File: src/rtl/keypad_scanner_n_if.sv
// Keypad scanner bus: keypad lines, key event outputs and the code handshake.
interface keypad_scanner_n_if #(
  parameter int NUM_DIGITS = 4
);
  logic [3:0]              row;
  logic                    value_ack;
  logic [3:0]              col;
  logic                    key_valid;
  logic [3:0]              key_code;
  logic [4*NUM_DIGITS-1:0] value;
  logic [3:0]              digit_count;
  logic                    value_ready;

  modport slave (
    input  row, value_ack,
    output col, key_valid, key_code, value, digit_count, value_ready
  );

  modport master (
    output row, value_ack,
    input  col, key_valid, key_code, value, digit_count, value_ready
  );
endinterface

File: src/rtl/keypad_scanner_n.sv
// 4x4 active-low keypad scanner: column scan, whole-scan debounce, key map,
// N-digit entry buffer with backspace/clear and a ready/ack handshake.
module keypad_scanner_n #(
  parameter int NUM_DIGITS     = 4,
  parameter int SETTLE_CYCLES  = 16,
  parameter int DEBOUNCE_SCANS = 4,
  parameter int HEX_MODE       = 0
) (
  input logic               clk,
  input logic               rst,
  keypad_scanner_n_if.slave bus
);
  localparam int             VW    = 4 * NUM_DIGITS;
  localparam int             SW    = $clog2(SETTLE_CYCLES);
  localparam logic [SW-1:0]  LAST  = SW'(SETTLE_CYCLES - 1);
  localparam logic [VW-1:0]  ALL_F = '1;
  localparam logic [VW-1:0]  TOP_F = ~(ALL_F >> 4);
  localparam logic [3:0]     FULL  = 4'(NUM_DIGITS);
  localparam logic [7:0]     DB    = 8'(DEBOUNCE_SCANS);

  typedef enum logic [1:0] {S_IDLE, S_PRESS, S_HELD, S_REL} state_t;

  logic          r_active;
  logic [SW-1:0] r_slot;
  logic [1:0]    r_c;
  logic [1:0]    r_hits;
  logic [3:0]    r_scan_code;
  state_t        r_state;
  logic [3:0]    r_cand;
  logic [7:0]    r_n;
  logic          r_key_valid;
  logic [3:0]    r_key_code;
  logic [VW-1:0] r_value;
  logic [3:0]    r_count;
  logic          r_ready;

  logic [3:0] w_act;
  logic [2:0] w_pop;
  logic [1:0] w_row;
  logic [1:0] w_base_hits;
  logic [3:0] w_sum;
  logic [1:0] w_hits;
  logic [3:0] w_code;
  logic       w_sample;
  logic       w_scan_done;
  logic       w_none;
  logic       w_key;
  logic       w_accept;
  logic       w_hex;
  logic       w_pulse;

  function automatic logic [3:0] keymap(input logic [1:0] r, input logic [1:0] c);
    case ({r, c})
      4'h0: keymap = 4'h1;  4'h1: keymap = 4'h2;  4'h2: keymap = 4'h3;  4'h3: keymap = 4'hA;
      4'h4: keymap = 4'h4;  4'h5: keymap = 4'h5;  4'h6: keymap = 4'h6;  4'h7: keymap = 4'hB;
      4'h8: keymap = 4'h7;  4'h9: keymap = 4'h8;  4'hA: keymap = 4'h9;  4'hB: keymap = 4'hC;
      4'hC: keymap = 4'h0;  4'hD: keymap = 4'hF;  4'hE: keymap = 4'hE;  default: keymap = 4'hD;
    endcase
  endfunction

  // Idle-high columns until the scan starts, then one column low at a time.
  assign bus.col         = r_active ? ~(4'b1000 >> r_c) : 4'b1111;
  assign bus.key_valid   = r_key_valid;
  assign bus.key_code    = r_key_code;
  assign bus.value       = r_value;
  assign bus.digit_count = r_count;
  assign bus.value_ready = r_ready;

  // Fold the current row sample into the running scan result (hit count saturates at 2).
  always_comb begin
    w_act = ~bus.row;
    w_pop = 3'd0;
    w_row = 2'd0;
    for (int b = 0; b < 4; b++) begin
      if (w_act[b]) begin
        w_pop = w_pop + 3'd1;
        w_row = 2'(3 - b);
      end
    end
    w_sample    = r_active && (r_slot == LAST);
    w_scan_done = w_sample && (r_c == 2'd3);
    w_base_hits = (r_c == 2'd0) ? 2'd0 : r_hits;
    w_sum       = {2'b00, w_base_hits} + {1'b0, w_pop};
    w_hits      = (w_sum > 4'd1) ? 2'd2 : w_sum[1:0];
    if (w_base_hits == 2'd0 && w_pop == 3'd1)
      w_code = keymap(w_row, r_c);
    else
      w_code = (r_c == 2'd0) ? 4'hF : r_scan_code;
    w_none   = (w_hits == 2'd0);
    w_key    = (w_hits == 2'd1);
    w_accept = w_scan_done && w_key &&
               (((r_state == S_IDLE) && (DB == 8'd1)) ||
                ((r_state == S_PRESS) && (w_code == r_cand) && (r_n + 8'd1 == DB)));
    w_hex    = (w_code >= 4'hA) && (w_code <= 4'hD);
    w_pulse  = w_accept && ((HEX_MODE != 0) || !w_hex);
  end

  // Slot/column counters and the per-scan accumulator.
  always_ff @(posedge clk) begin
    if (rst) begin
      r_active    <= 1'b0;
      r_slot      <= '0;
      r_c         <= 2'd0;
      r_hits      <= 2'd0;
      r_scan_code <= 4'hF;
    end else begin
      r_active <= 1'b1;
      if (r_active) begin
        if (w_sample) begin
          r_slot      <= '0;
          r_c         <= r_c + 2'd1;
          r_hits      <= w_hits;
          r_scan_code <= w_code;
        end else begin
          r_slot <= r_slot + SW'(1);
        end
      end
    end
  end

  // Debounce FSM, stepped once per completed scan; holding a key never repeats.
  always_ff @(posedge clk) begin
    if (rst) begin
      r_state <= S_IDLE;
      r_cand  <= 4'hF;
      r_n     <= 8'd0;
    end else if (w_scan_done) begin
      case (r_state)
        S_IDLE: if (w_key) begin
          r_cand <= w_code;
          r_n    <= 8'd1;
          r_state <= (DB == 8'd1) ? S_HELD : S_PRESS;
        end
        S_PRESS: if (w_key && (w_code == r_cand)) begin
          if (r_n + 8'd1 == DB) r_state <= S_HELD;
          else                  r_n     <= r_n + 8'd1;
        end else begin
          r_state <= S_IDLE;
        end
        S_HELD: if (w_none) begin
          r_n     <= 8'd1;
          r_state <= (DB == 8'd1) ? S_IDLE : S_REL;
        end
        default: if (w_none) begin
          if (r_n + 8'd1 == DB) r_state <= S_IDLE;
          else                  r_n     <= r_n + 8'd1;
        end else begin
          r_state <= S_HELD;
        end
      endcase
    end
  end

  // Key event and entry buffer; an ack beats a simultaneous key action.
  always_ff @(posedge clk) begin
    if (rst) begin
      r_key_valid <= 1'b0;
      r_key_code  <= 4'hF;
      r_value     <= ALL_F;
      r_count     <= 4'd0;
      r_ready     <= 1'b0;
    end else begin
      r_key_valid <= w_pulse;
      if (w_pulse) r_key_code <= w_code;
      if (bus.value_ack && (r_ready || w_pulse)) begin
        r_value <= ALL_F;
        r_count <= 4'd0;
        r_ready <= 1'b0;
      end else if (w_pulse && !r_ready) begin
        case (w_code)
          4'hF: begin
            r_value <= ALL_F;
            r_count <= 4'd0;
          end
          4'hE: if (r_count != 4'd0) begin
            r_value <= (r_value >> 4) | TOP_F;
            r_count <= r_count - 4'd1;
          end
          default: begin
            r_value <= (r_value << 4) | VW'(w_code);
            r_count <= r_count + 4'd1;
            r_ready <= (r_count + 4'd1 == FULL);
          end
        endcase
      end
    end
  end
endmodule

File: src/flat_wrapper.sv
// flat-port wrapper written by rule: the top's interface ports become plain ports
module keypad_scanner_n_flat 
#(
  parameter int NUM_DIGITS     = 4,
  parameter int SETTLE_CYCLES  = 16,
  parameter int DEBOUNCE_SCANS = 4,
  parameter int HEX_MODE       = 0
)
  (clk, rst, bus_row, bus_value_ack, bus_col, bus_key_valid, bus_key_code, bus_value, bus_digit_count, bus_value_ready);
  keypad_scanner_n_if #(.NUM_DIGITS(NUM_DIGITS)) bus_i ();
  input logic clk;
  input logic rst;
  input wire logic [$bits(bus_i.row)-1:0] bus_row;
  input wire logic [$bits(bus_i.value_ack)-1:0] bus_value_ack;
  output wire logic [$bits(bus_i.col)-1:0] bus_col;
  output wire logic [$bits(bus_i.key_valid)-1:0] bus_key_valid;
  output wire logic [$bits(bus_i.key_code)-1:0] bus_key_code;
  output wire logic [$bits(bus_i.value)-1:0] bus_value;
  output wire logic [$bits(bus_i.digit_count)-1:0] bus_digit_count;
  output wire logic [$bits(bus_i.value_ready)-1:0] bus_value_ready;
  assign bus_i.row = bus_row;
  assign bus_i.value_ack = bus_value_ack;
  assign bus_col = bus_i.col;
  assign bus_key_valid = bus_i.key_valid;
  assign bus_key_code = bus_i.key_code;
  assign bus_value = bus_i.value;
  assign bus_digit_count = bus_i.digit_count;
  assign bus_value_ready = bus_i.value_ready;
  keypad_scanner_n #(.NUM_DIGITS(NUM_DIGITS), .SETTLE_CYCLES(SETTLE_CYCLES), .DEBOUNCE_SCANS(DEBOUNCE_SCANS), .HEX_MODE(HEX_MODE)) u_core (.clk(clk), .rst(rst), .bus(bus_i));
endmodule
File: config.mk
export PLATFORM = sky130hd
export DESIGN_NAME = keypad_scanner_n_flat
export DESIGN_NICKNAME = d
export VERILOG_FILES = /design/src/rtl/keypad_scanner_n_if.sv /design/src/rtl/keypad_scanner_n.sv /design/src/flat_wrapper.sv
export SDC_FILE = /design/constraint.sdc
export NUM_CORES = 1
export LEC_CHECK = 0
export CORE_MARGIN = 3
export CORE_UTILIZATION = 39
export CTS_CLUSTER_DIAMETER = 30
export CTS_CLUSTER_SIZE = 25
export DETAILED_ROUTE_END_ITERATION = 16
export GPL_ROUTABILITY_DRIVEN = 0
export PLACE_DENSITY = 0.57
export REMOVE_ABC_BUFFERS = 1
export SETUP_SLACK_MARGIN = 0.02
export SLEW_MARGIN = 20
export SYNTH_ARGS = -nofsm -noshare
export SYNTH_HDL_FRONTEND = slang
export SYNTH_SLANG_ARGS = --single-unit
File: constraint.sdc
create_clock -name clk -period 7.4 [get_ports clk]
set_input_delay 1.85 -clock clk [delete_from_list [all_inputs] [get_ports clk]]
set_output_delay 1.85 -clock clk [all_outputs]
set_load 0.05 [all_outputs]
==> results of run 1 <==
[cell type report]
class	count	area, um2
clock buffers	5	68.8
clock inverters	3	47.5
fillers	868	4700
inverters	34	128
multi-input cells	314	2280
flip-flops and latches	53	1060
well taps	108	135
repair buffers	39	383
[final timing paths]
kind	endpoint	slack, ns
max reg2reg	u_core.bus.value[14]	3.53
max	u_core.bus.value[14]	1.35
min	u_core.r_cand[0]	0.49
min reg2reg	u_core.r_cand[0]	0.49
[synth_stat cells, types with 3 or more instances]
cell,n,area share
dfxtp_1,53,0.30
nand2_1,53,0.056
inv_1,34,0.036
nor2_1,29,0.030
o211ai_1,23,0.048
ha_1,17,0.059
a21oi_1,15,0.021
mux2i_1,12,0.034
a31oi_1,10,0.017
clkbuf_1,10,0.010
nand3_1,10,0.014
buf_2,8,0.011
o221ai_1,8,0.020
a211oi_1,7,0.015
nand4_1,7,0.012
and2_1,5,0.0087
and3_1,5,0.0087
nand2b_1,5,0.0087
nor3_1,5,0.0070
o21ai_0,5,0.0070
o21ai_1,5,0.0070
xnor2_1,5,0.012
a21o_1,4,0.0084
mux2_2,4,0.013
nor2b_1,4,0.0070
o21a_1,4,0.0084
a31o_2,3,0.0073
nand3b_1,3,0.0063
nor3b_2,3,0.010
nor4b_1,3,0.0073
nor4bb_1,3,0.0084
o2111ai_1,3,0.0073
or2_2,3,0.0052
or3_1,3,0.0052
[through the flow]
step | std cells | area, um2 | util | hold WS [ns] | setup WS (ns)
global placement | 548 | 3990 | 0.453 | 0.469 | 1.10
detailed placement | 548 | 3990 | 0.453 | 0.460 | 0.978
CTS | 556 | 4100 | 0.466 | 0.499 | 1.32
global route | 556 | 4100 | 0.466 | 0.538 | 0.837
floorplan | 401 | 3470 | - | 0.455 | 1.40
finish | 556 | 4100 | 0.466 | 0.495 | 1.35
[registers in the layout (all words and copies together) (netlist names), 2 cells and up]
| register | cells |
|---|---|
| u_core.bus.digit_count | 4 |
| u_core.bus.value | 16 |
| u_core.r_scan_code | 4 |
| u_core.r_slot | 4 |
| u_core.r_c | 2 |
| u_core.r_state | 2 |
| u_core.bus.key_code | 4 |
| u_core.r_cand | 4 |
| u_core.r_n | 8 |
| u_core.r_hits | 2 |
[placed cells by master (no fill, tap or decap), types with 7 or more instances in the layout]
master | Yosys | final
nand4_1 | 7 | 7
ha_1 | 17 | 17
a211oi_1 | 7 | 7
inv_1 | 34 | 34
o211ai_1 | 23 | 23
a21oi_1 | 15 | 15
dfxtp_1 | 53 | 53
o221ai_1 | 8 | 8
clkdlybuf4s50_1 | 0 | 36
mux2i_1 | 12 | 12
nand2_1 | 53 | 53
a31oi_1 | 10 | 10
nand3_1 | 10 | 10
nor2_1 | 29 | 29
[layer usage]
layer	global-route usage	wire length [um]
met2	0.279	3880
met1	0.247	4290
met3	0.0310	307
met4	0.0378	66
met5	0	0
[cells by family after synthesis]
logic type / Yosys count
AOI/OAI and AO/OA: 115
and+or+nand+nor: 156
xor gates and xnor gates: 9
muxes: 16
adders and majority gates: 18
buffers and inverters: 56
DFF: 53
[worst register-to-register path: stages, from the launching register on]
cell       delay (ns)
dfxtp_1          0.36
inv_1            0.16
ha_1             0.62
inv_1            0.19
nand2_1          0.16
inv_1            0.06
ha_1             0.28
a211oi_1         0.20
mux2_2           0.24
nor4b_1          0.26
o2111ai_1        0.29
nor4b_4          0.28
buf_4            0.36
nor3b_2          0.24
o21ai_1          0.07
[power breakdown]
part / switching (mW) / internal (mW) / total [mW]
Sequential: 0.00157 / 0.286 / 0.288
Combinational: 0.0676 / 0.0405 / 0.108
Clock: 0.109 / 0.104 / 0.213
Total: 0.179 / 0.430 / 0.609
==> reports/results.ini, run 1 <==
[clocking]
postCtsHoldBufs = 0
clock-sinks = 53
clockRootBuffer = clkbuf_8
path_clk_slew_ns = 0.10
worstSkewPairLatency_ns = 0.32
cts_tree = yes
post_cts_buffers = 0
htreeDepth = 2
cts_buffer_depth = 2
numCtsBuffers = 5
cts_resized = 0

[cells_and_area]
drive_gt1_frac = 0.0871
diodes = 0
synthToLayoutAreaGrowth_pct = 14.6
nets = 472

[routing]
avgRoutedWirePerCell_um = 15.4
ant_nets = 0
routed_wl_um = 8550
viasPerCell = 5.66
drtIter0Drc = 116
drc = 0
first_pass_iters = 4
vias = 3146

[yosys]
synth_compound_area_frac = 0.256
ys.flop_type = dfxtp_1
yosysUniqueCellTypes = 77
synth-xor-area-share = 0.0315
syn_inst = 423
avgSynthCellArea_um2 = 8.46
synth-simple-area-share = 0.238
synth_area_um2 = 3580
synthArstFlopShare = 0
ys_ff_latch = 53
ys_warn_count = 0
synth-seq-area-share = 0.297
synth_top_family_by_area = compound AO/OA/AOI/OAI gates
synth.mux.area_fraction = 0.0462
post_synth_fa_ha_maj_area_fraction = 0.0650
synth_edf_count = 0

[sta]
fin_skew_ns = 0.0101
hold_violations = 0
fin_crit_sh = 0.817
setup_viol = 0
rsz0062_at_grt = no
worst_slew_pin_slew_ns = 0.868
finalCriticalPeriod_ns = 6.05
clock.fmax_ghz = 0.165
setup_tns_ns = 0
maxSlewViolCount = 0
max-slew-margin-rel = 0.420

[critical_path]
cp-start-kind = primary input
arrival_ns = 6.26
critPathKind = in -> reg
critical_path.top_delay_family = adder cells
timing.rr.start = u_core.r_c[0]
cpPeakStageDelay_ns = 0.50
setup.worst_path.start = bus_row[0]
worstPathCellList = clkdlybuf4s50_1 > inv_1 > ha_1 > xnor2_2 > ha_1 > or2_2 > a21boi_0 > inv_1 > fa_1 > a211oi_1 > mux2_2 > nor4b_1 > o2111ai_1 > nor4b_4 > buf_4 > nor3b_2 > o21ai_1
worstPathBufferInverterCount = 4
worst_path_max_delay_cell = clkdlybuf4s50_1
worstPathRequired_ns = 7.61
path_max_fanout = 33
reg2reg_depth = 14
path_depth = 17
cp-end-kind = register

[power]
ir_drop_mv = 0.0782
p_per_area_nw_per_um2 = 148
finalPower_mw = 0.609
leakage_nw = 1.53

[global_routing]
grt_pass1_vias = 3071
antenna_found_initial = 0
groute.usage.overall = 0.175
grt_overflow = 0
grt_pass1_wl_um = 14800
grt_max_degree = 34

[worst_hold_path]
holdCritStartpoint = u_core.r_cand[0]
hold_depth = 2
hold_class = reg -> reg

[floorplan]
num_rows = 34
dieArea_um2 = 10400
io_pins = 37
fp.dieW_um = 102
die_height_um = 102
coreArea_um2 = 8810
start_util = 0.406

[job]
maxCapViolations = 0

[status]
status = complete, no violations

[place]
port_buffers = 36
dp_hpwl_um = 5990

(Power assumes the default switching activity.)
==> run 2, diff against run 1 <==
--- a/config.mk
+++ b/config.mk
@@ -11,7 +11,7 @@
 export CTS_CLUSTER_SIZE = 25
 export DETAILED_ROUTE_END_ITERATION = 16
 export GPL_ROUTABILITY_DRIVEN = 0
-export PLACE_DENSITY = 0.57
+export PLACE_DENSITY = 0.6
 export REMOVE_ABC_BUFFERS = 1
 export SETUP_SLACK_MARGIN = 0.02
 export SLEW_MARGIN = 20
==> constraint.sdc (replaced) <==
create_clock -name clk -period 5 [get_ports clk]
set_input_delay 1.25 -clock clk [delete_from_list [all_inputs] [get_ports clk]]
set_output_delay 1.25 -clock clk [all_outputs]
set_load 0.05 [all_outputs]
==> reports/results.ini, run 2 (synthesized netlist as in run 1, its figures left out) <==
[power]
finalPower_mw = 0.883  ; +45%
p_per_area_nw_per_um2 = 198  ; +33%
leakage_nw = 1.75  ; +14%
ir_drop_mv = 0.119  ; +53%

[place]
port_buffers = 36  ; unchanged
place_area_um2 = 4290  ; +7.6%
dp_hpwl_um = 6470  ; +7.9%
post-place-ws_ns = -0.391  ; -1.37 ns

[cells_and_area]
multi_input_area_um2 = 2340  ; +2.6%
largest_reg_flops = 16  ; unchanged
synthToLayoutAreaGrowth_pct = 24.8
final_cell_area_um2 = 4470  ; +8.9%
drive_gt1_frac = 0.170  ; +0.0834
diodes = 0  ; unchanged
final_util = 0.507  ; +0.0413
n_fill_cell = 844  ; -2.8%
final_cell_mix = nand2_1, dfxtp_1, buf_4
nets = 511  ; +8.3%
regArea_um2 = 1060  ; unchanged

[status]
status = complete, no violations

[critical_path]
reg2reg_depth = 15  ; +1
timing.rr.start = u_core.r_c[0]
critPathKind = in -> reg
rr_endpoint = u_core.bus.value[5]
arrival_ns = 5.08  ; -1.18 ns
cp-end-kind = register
cp-start-kind = primary input
path_max_fanout = 15  ; -55%
worstPathRequired_ns = 5.24  ; -2.37 ns
reg2reg_slack_ns = 1.38  ; -2.15 ns

[clocking]
numCtsBuffers = 5  ; unchanged
clockRootBuffer = clkbuf_8
path_clk_slew_ns = 0.10  ; about the same
cts_buffer_depth = 2  ; unchanged
postCtsHoldBufs = 0  ; unchanged
worstSkewPairLatency_ns = 0.31  ; about the same
clock-sinks = 53  ; unchanged
htreeDepth = 2  ; unchanged
cts_tree = yes

[worst_hold_path]
min_delay_worst_endpoint = u_core.bus.key_code[1]
holdCritStartpoint = u_core.bus.key_code[1]
hold_depth = 2  ; unchanged
hold_class = reg -> reg

[routing]
first_pass_iters = 4  ; unchanged
drtIter0Drc = 128  ; +10%
drc = 0  ; unchanged
ant_nets = 0  ; unchanged
vias = 3308  ; +5.1%
viasPerCell = 5.56  ; -1.7%
avgRoutedWirePerCell_um = 15.2  ; -1.2%
routed_wl_um = 9040  ; +5.8%

[sta]
fin_crit_sh = 0.968
setup_tns_ns = 0  ; unchanged
finalCriticalPeriod_ns = 4.84
fin_skew_ns = 0.0122  ; +0.00208 ns
hold_violations = 0  ; unchanged
worst_slew_pin_slew_ns = 0.929  ; +0.0606 ns
clock.fmax_ghz = 0.207
maxSlewViolCount = 0  ; unchanged
setup_viol = 0  ; unchanged
max-slew-margin-rel = 0.378  ; -0.0413
fin_ws_ns = 0.159  ; -1.19 ns

[floorplan]
dieArea_um2 = 10400  ; unchanged
num_rows = 34  ; unchanged
start_util = 0.406  ; unchanged
io_pins = 37  ; unchanged
fp.dieW_um = 102  ; unchanged
coreArea_um2 = 8810  ; unchanged
die_height_um = 102  ; unchanged

[global_routing]
groute.usage.overall = 0.171  ; -0.00369
grt_overflow = 0  ; unchanged
antenna_found_initial = 0  ; unchanged
grt_pass1_wl_um = 14500  ; -2.1%
grt_max_degree = 32  ; -5.9%
grt_pass1_vias = 3010  ; -2.0%

[job]
maxCapViolations = 0  ; unchanged

-- run 2: timing repair --
action	4_1_cts	5_1_grt
gates resized for setup	2	9
buffers inserted	0	1
endpoints found under the setup margin	22	33
gates cloned	0	1
pin swaps	1	4
-- run 2: critical path, cell delays in order --
cell and delay, ns:
clkdlybuf4s50_1 0.48, buf_4 0.11, ha_1 0.16, nor2_1 0.06, a21oi_2 0.19, inv_1 0.07
ha_1 0.26, or2_2 0.31, a21boi_4 0.15, ha_1 0.30, a211oi_2 0.22, mux2_4 0.19
nor4b_4 0.24, o2111ai_4 0.19, nor4b_4 0.37, buf_4 0.18, clkbuf_16 0.15, o221ai_1 0.11
o211ai_1 0.10
-- run 2: how the worst max path moves through the flow --
stage / to / start / cells past startpoint
floorplan: u_core.bus.value[13] / bus_row[0] / 15
global placement: u_core.bus.value[12] / bus_row[1] / 17
detailed placement: u_core.bus.value[1] / bus_row[0] / 17
CTS: u_core.bus.value[1] / bus_row[0] / 17
global route: u_core.bus.value[10] / bus_row[0] / 20
finish: u_core.bus.value[5] / bus_row[0] / 19
-- run 2: power breakdown --
part	leakage, nW	switching (mW)	internal (mW)
logic	1.28	0.111	0.0960
registers	0.429	0.00246	0.424
clock network	0.0456	0.150	0.100
total	1.75	0.263	0.620
-- run 2: cell type report --
cell class                 instances  share of cell area
timing repair buffer              78               0.161
sequential                        53               0.238
multi-input combinational        314               0.523
clock inverter                     2             0.00308
clock buffer                       6              0.0163
tap                              108              0.0303
inverter                          34              0.0286
-- run 2: metrics by stage --
stage	std cells	hold slack, ns
5_1_grt	595	0.537
3_3_place_gp	585	0.470
2_1_floorplan	401	0.455
4_1_cts	593	0.497
3_5_place_dp	585	0.462
6_report	595	0.485
-- run 2: metal layers --
metal / GRT usage / up-vias / part of all wire
met5: 0 / - / 0
met4: 0.0419 / 0 / 0.014
met3: 0.0262 / 10 / 0.032
met2: 0.275 / 68 / 0.46
met1: 0.242 / 1551 / 0.49
li1: - / 1679 / -
